### config.mk
export PLATFORM = sky130hd
export DESIGN_NAME = pcs_rx_sync
export DESIGN_NICKNAME = d
export VERILOG_FILES = /design/src/rtl/pcs_rx_sync.sv
export SDC_FILE = /design/constraint.sdc
export NUM_CORES = 1
export LEC_CHECK = 0
export BUFFER_PORTS_ARGS = -buffer_cell sky130_fd_sc_hd__buf_2
export CAP_MARGIN = 20
export CORE_ASPECT_RATIO = 1.4
export CORE_MARGIN = 3
export CORE_UTILIZATION = 37
export DETAILED_ROUTE_END_ITERATION = 8
export GPL_TIMING_DRIVEN = 0
export PLACE_DENSITY = 0.6
export SLEW_MARGIN = 20
export SYNTH_ARGS = -nofsm -noshare
export SYNTH_HDL_FRONTEND = slang
export SYNTH_SLANG_ARGS = --single-unit
### constraint.sdc
create_clock -name clk -period 1.7 [get_ports clk]
set_input_delay 0.085 -clock clk [delete_from_list [all_inputs] [get_ports clk]]
set_output_delay 0.085 -clock clk [all_outputs]
set_load 0.05 [all_outputs]
### src/rtl/pcs_rx_sync.sv
// ---------------------------------------------------------------------------
// pcs_rx_sync
// 1000BASE-X PCS receive code-group synchronization.
//
// Takes aligned 10-bit code groups (one per clock) and decides whether the
// receiver is in code-group sync. It also tracks the even/odd parity of each
// group and passes the group on, one cycle later, together with its parity
// and sync qualification.
//
// Ports
//   clk              in   single clock, one code group per rising edge
//   RESET            in   synchronous active-high reset
//   rx_code_group    in   [9:0] aligned code group (bit9 = a ... bit0 = j)
//   cg_invalid       in   group is not a legal 8B/10B code group
//   cg_is_k          in   group is a special (K) code group
//   signal_detect    in   PMD signal present; low forces loss of sync
//   code_sync_status out  1 = synchronized
//   rx_even          out  parity of the group currently on sync_code_group
//   sync_code_group  out  [9:0] rx_code_group delayed by one cycle
//   sync_valid       out  sync_code_group is qualified by code_sync_status
//
// Build option SYNC_DEBUG_EN (macro) adds:
//   sync_state       out  [1:0] 0=LOSS 1=CDET 2=ACQ 3=SYNC
//   loss_count       out  [7:0] saturating count of SYNC -> LOSS transitions
// ---------------------------------------------------------------------------
module pcs_rx_sync #(
    parameter int COMMA_ACQ = 3,   // commas needed to gain sync
    parameter int BAD_LIMIT = 3,   // net bad groups tolerated while in sync
    parameter int GOOD_RUN  = 4    // good run length that forgives one bad
) (
    input  logic       clk,
    input  logic       RESET,
    input  logic [9:0] rx_code_group,
    input  logic       cg_invalid,
    input  logic       cg_is_k,
    input  logic       signal_detect,
    output logic       code_sync_status,
    output logic       rx_even,
    output logic [9:0] sync_code_group,
    output logic       sync_valid
`ifdef SYNC_DEBUG_EN
    ,
    output logic [1:0] sync_state,
    output logic [7:0] loss_count
`endif
);

    localparam int CW = $clog2(COMMA_ACQ + 1);
    localparam int BW = $clog2(BAD_LIMIT + 1);
    localparam int GW = $clog2(GOOD_RUN + 1);

    typedef enum logic [1:0] {
        ST_LOSS = 2'd0,
        ST_CDET = 2'd1,
        ST_ACQ  = 2'd2,
        ST_SYNC = 2'd3
    } state_t;

    state_t          r_state;
    state_t          w_state_next;
    logic [CW-1:0]   r_comma_cnt;
    logic [CW-1:0]   w_comma_cnt_next;
    logic [BW-1:0]   r_bad_cnt;
    logic [BW-1:0]   w_bad_cnt_next;
    logic [GW-1:0]   r_good_cnt;
    logic [GW-1:0]   w_good_cnt_next;
    logic            r_even;
    logic            w_even_next;
    logic            r_status;
    logic            r_valid;
    logic [9:0]      r_sync_cg;

    logic            w_comma;
    logic            w_is_data;
    logic            w_cgbad;

    assign w_comma   = (rx_code_group[9:3] == 7'b0011111) ||
                       (rx_code_group[9:3] == 7'b1100000);
    assign w_is_data = !cg_is_k && !cg_invalid;

    // r_even is the parity of the previous group, i.e. the parity register
    // value before this edge updates it. A comma is bad when the previous
    // group was even, because the comma itself would then land on an odd
    // slot.
    assign w_cgbad   = cg_invalid || (w_comma && r_even);

    always_comb begin
        w_state_next     = r_state;
        w_comma_cnt_next = r_comma_cnt;
        w_bad_cnt_next   = r_bad_cnt;
        w_good_cnt_next  = r_good_cnt;
        w_even_next      = !r_even;

        if (!signal_detect) begin
            w_state_next     = ST_LOSS;
            w_comma_cnt_next = '0;
            w_bad_cnt_next   = '0;
            w_good_cnt_next  = '0;
        end else begin
            case (r_state)
                ST_LOSS: begin
                    w_comma_cnt_next = '0;
                    if (w_comma) begin
                        w_state_next     = ST_CDET;
                        w_comma_cnt_next = CW'(1);
                        w_even_next      = 1'b1;
                    end
                end

                ST_CDET: begin
                    if (w_is_data) begin
                        if (r_comma_cnt == CW'(COMMA_ACQ)) begin
                            w_state_next    = ST_SYNC;
                            w_bad_cnt_next  = '0;
                            w_good_cnt_next = '0;
                        end else begin
                            w_state_next = ST_ACQ;
                        end
                    end else begin
                        w_state_next     = ST_LOSS;
                        w_comma_cnt_next = '0;
                    end
                end

                ST_ACQ: begin
                    if (w_cgbad) begin
                        w_state_next     = ST_LOSS;
                        w_comma_cnt_next = '0;
                    end else if (w_comma) begin
                        w_state_next     = ST_CDET;
                        w_comma_cnt_next = r_comma_cnt + CW'(1);
                        w_even_next      = 1'b1;
                    end
                end

                ST_SYNC: begin
                    if (w_cgbad) begin
                        if (r_bad_cnt == BW'(BAD_LIMIT)) begin
                            w_state_next     = ST_LOSS;
                            w_comma_cnt_next = '0;
                            w_bad_cnt_next   = '0;
                            w_good_cnt_next  = '0;
                        end else begin
                            w_bad_cnt_next  = r_bad_cnt + BW'(1);
                            w_good_cnt_next = '0;
                        end
                    end else if (r_bad_cnt != '0) begin
                        // A full good run forgives one earlier bad group.
                        if (r_good_cnt == GW'(GOOD_RUN - 1)) begin
                            w_bad_cnt_next  = r_bad_cnt - BW'(1);
                            w_good_cnt_next = '0;
                        end else begin
                            w_good_cnt_next = r_good_cnt + GW'(1);
                        end
                    end
                end

                default: begin
                    w_state_next     = ST_LOSS;
                    w_comma_cnt_next = '0;
                end
            endcase
        end
    end

    always_ff @(posedge clk) begin
        if (RESET) begin
            r_state     <= ST_LOSS;
            r_comma_cnt <= '0;
            r_bad_cnt   <= '0;
            r_good_cnt  <= '0;
            r_even      <= 1'b0;
            r_status    <= 1'b0;
            r_valid     <= 1'b0;
            r_sync_cg   <= '0;
        end else begin
            r_state     <= w_state_next;
            r_comma_cnt <= w_comma_cnt_next;
            r_bad_cnt   <= w_bad_cnt_next;
            r_good_cnt  <= w_good_cnt_next;
            r_even      <= w_even_next;
            // Status follows the state chosen for this group, so a falling
            // status appears right after the edge that sampled the bad group.
            r_status    <= (w_state_next == ST_SYNC);
            r_valid     <= (w_state_next == ST_SYNC);
            r_sync_cg   <= rx_code_group;
        end
    end

    assign code_sync_status = r_status;
    assign rx_even          = r_even;
    assign sync_code_group  = r_sync_cg;
    assign sync_valid       = r_valid;

`ifdef SYNC_DEBUG_EN
    logic [7:0] r_loss_count;

    always_ff @(posedge clk) begin
        if (RESET) begin
            r_loss_count <= '0;
        end else if ((r_state == ST_SYNC) && (w_state_next == ST_LOSS) &&
                     (r_loss_count != 8'hFF)) begin
            r_loss_count <= r_loss_count + 8'd1;
        end
    end

    assign sync_state = r_state;
    assign loss_count = r_loss_count;
`endif

endmodule
==> impl_metrics.json <==
{
  "status": "complete, no violations",
  "rsz0062_at_grt": "true",
  "final_layout_size_suffix_gt1_frac": 0.310,
  "ys_warn_count": 0,
  "cp_data_required_time_ns": 1.92,
  "synth_seq_cells": 21,
  "pwr_density_cell_nw_per_um2": 684,
  "start_util": 0.405,
  "fin_crit_ns": 1.62,
  "crit_fanout": 8,
  "wl_per_cell_um": 11.7,
  "slew_viol_final": 0,
  "hpwl_um": 1580,
  "clkTransAtPathRegs_ns": 0.11,
  "cp-end-kind": "flop",
  "max_clock_freq_ghz": 0.617,
  "postSynthAreaPerCell_um2": 9.55,
  "synth_top_family_by_area": "simple AND/OR/NAND/NOR gates",
  "die_h_um": 68.2,
  "drc": 0,
  "vdd_drop_max_mv": 0.387,
  "cts_sinks": 21,
  "synthCells": 107,
  "r2r-start": "rx_even",
  "fin_setup_tns_ns": 0,
  "nets": 165,
  "htreeDepth": 1,
  "overflow": 0,
  "worstSkewPairLatency_ns": 0.29,
  "gr-usage-all-layers": 0.126,
  "worstSetupPathType": "reg -> reg",
  "gp_congestion": 0.776,
  "antenna_found_initial": 0,
  "diodes": 0,
  "placement.io_buffers": 27,
  "die_w_um": 50.4,
  "synth-simple-area-share": 0.318,
  "dr.first_iter.drc_count": 21,
  "routed_wl_um": 2090,
  "postRouteAntennaNets": 0,
  "vias": 895,
  "yosys.area.top_type": "dfxtp_1",
  "ios": 28,
  "max-clock-path-buffers": 2,
  "placementRows": 21,
  "cts_made_buffers": 3,
  "hold_viol_final": 0,
  "synth_mux_area_frac": 0.00979,
  "synth_area_um2": 1020,
  "nFillCells": 260,
  "p_leak_nw": 0.579,
  "syn_to_final_growth_pct": 26.8,
  "synthXorXnorAreaFrac": 0,
  "slew-limit-headroom": 0.642,
  "start_kind": "flop",
  "synthAdderAreaFrac": 0.0490,
  "finClkSkew_ns": 0.000646,
  "coreArea_um2": 2520,
  "setup_viol": 0,
  "arrival_ns": 1.85,
  "synth.top_cell.area_share": 0.411,
  "dieArea_um2": 3440,
  "cts_tree": "built",
  "min_period_over_period": 0.954,
  "synth.distinct_cells": 39,
  "synth_compound_area_frac": 0.168,
  "dr.pass1.iters": 4,
  "synth_area_leaders": "dfxtp_1 41%, nor2b_1 7.3%, ha_1 4.9%, and4b_4 2.7%, a221oi_4 2.6%",
  "via_per_inst": 5.00,
  "hp-start": "rx_code_group[9]",
  "seq_area_frac_synth": 0.411,
  "maxCapViolCount": 0,
  "hold_ws_ns": 0.0466,
  "grt_start_max_net_pins": 12,
  "syn-num-nets": 126,
  "crit_start": "rx_even",
  "first_global_vias": 821,
  "hp-class": "in -> reg",
  "cts-root-buf": "clkbuf_4",
  "total_power_mw": 0.886,
  "max_slew.worst_pin.slew_ns": 0.532,
  "grt_pass1_wl_um": 3310
}
stage by stage:
step | util | worst slack (ns) | area, µm² | cells
after floorplan | - | 0.0232 | 1020 | 107
after global placement | 0.476 | 0.0826 | 1200 | 168
after detailed placement | 0.476 | 0.0748 | 1200 | 168
after CTS | 0.499 | 0.0398 | 1260 | 175
after global routing | 0.514 | -0.0452 | 1300 | 179
final | 0.514 | 0.0780 | 1300 | 179
final cells by class:
cell class	instances	area (µm²)	share of cell area
multi-input combinational	76	559	0.431
sequential	21	425	0.328
timing repair buffer	34	198	0.153
tap	34	42.5	0.0328
clock buffer	4	26.3	0.0203
buffer	4	22.5	0.0174
inverter	6	22.5	0.0174
Yosys cell counts:
cell      instances
nand4b_1          1
or3b_1            1
or4b_1            1
buf_4             2
mux2i_1           1
o21ba_1           1
nand3b_1          1
a211o_1           2
dfxtp_1          21
and4b_4           2
a41o_1            1
nand2_1           7
nor3b_1           3
a31oi_1           2
nor4b_4           1
inv_1             6
nor3_1            2
nand2b_1          2
or2_2             1
o211ai_1          1
o22ai_1           1
a22oi_1           2
o21ai_0           3
a221oi_4          1
nand4_1           1
clkbuf_1          2
nor2b_1          12
and4bb_1          1
and3_1            1
a221oi_1          1
nor2_1            4
a21oi_1           5
a211oi_1          1
and2_1            2
ha_1              4
nand3_2           1
and3b_1           1
nand3_1           3
o21ai_1           2
critical path, cell delays in order (launching register included):
cell and delay (ns):
dfxtp_2 0.36, and4bb_1 0.23, a221oi_4 0.42, and2_1 0.19, buf_4 0.14, a22oi_1 0.06, o22ai_1 0.16
power breakdown:
| part | internal [mW] | switching [mW] | total [mW] |
|---|---|---|---|
| sequential | 0.507 | 0.00503 | 0.512 |
| combinational | 0.0498 | 0.0918 | 0.142 |
| clock | 0.0912 | 0.142 | 0.233 |
| total | 0.648 | 0.239 | 0.886 |
registers in the layout (all words and copies together), names as in the netlist:
name             flops
rx_even              1
r_good_cnt           3
r_bad_cnt            2
sync_valid           1
r_comma_cnt          2
sync_code_group     10
r_state              2
final timing paths:
check	end	slack [ns]	depth (start not counted)
min	sync_code_group[9]	0.05	2
max	r_bad_cnt[1]	0.08	6
max reg2reg	r_bad_cnt[1]	0.08	6
min reg2reg	r_good_cnt[2]	0.45	2
placed cells by master, fill, tap and decap left out, drive strengths merged, types with 2 or more instances in the layout:
master and instances:
a211o 2, a21oi 5, a221oi 2, a22oi 2, a31oi 2, and2 2
and4b 2, buf 32, clkbuf 6, dfxtp 21, dlygate4sd3 4, ha 4
inv 6, nand2 7, nand2b 2, nand3 4, nor2 4, nor2b 12
nor3 2, nor3b 3, o21ai 5
metal layers:
layer,GRT usage,share of wire,vias up
li1,-,-,466
met1,0.135,0.45,401
met2,0.222,0.48,26
met3,0.0283,0.059,2
met4,0.0808,0.0076,0
met5,0,0,-
cell families after synthesis:
| logic type | count (synthesis) |
|---|---|
| compound gates | 23 |
| fa+ha+maj | 4 |
| buf+inv | 10 |
| flops | 21 |
| mux | 1 |
| simple gates | 48 |
repair_timing:
item                                    4_1_cts  5_1_grt
resized for setup                             0        4
buffers inserted                              0        3
endpoints found under the setup margin        0        6
hold endpoints to repair                      3        1
hold buffers                                  3        1
Note: power is estimated with default switching activity, not from simulation.
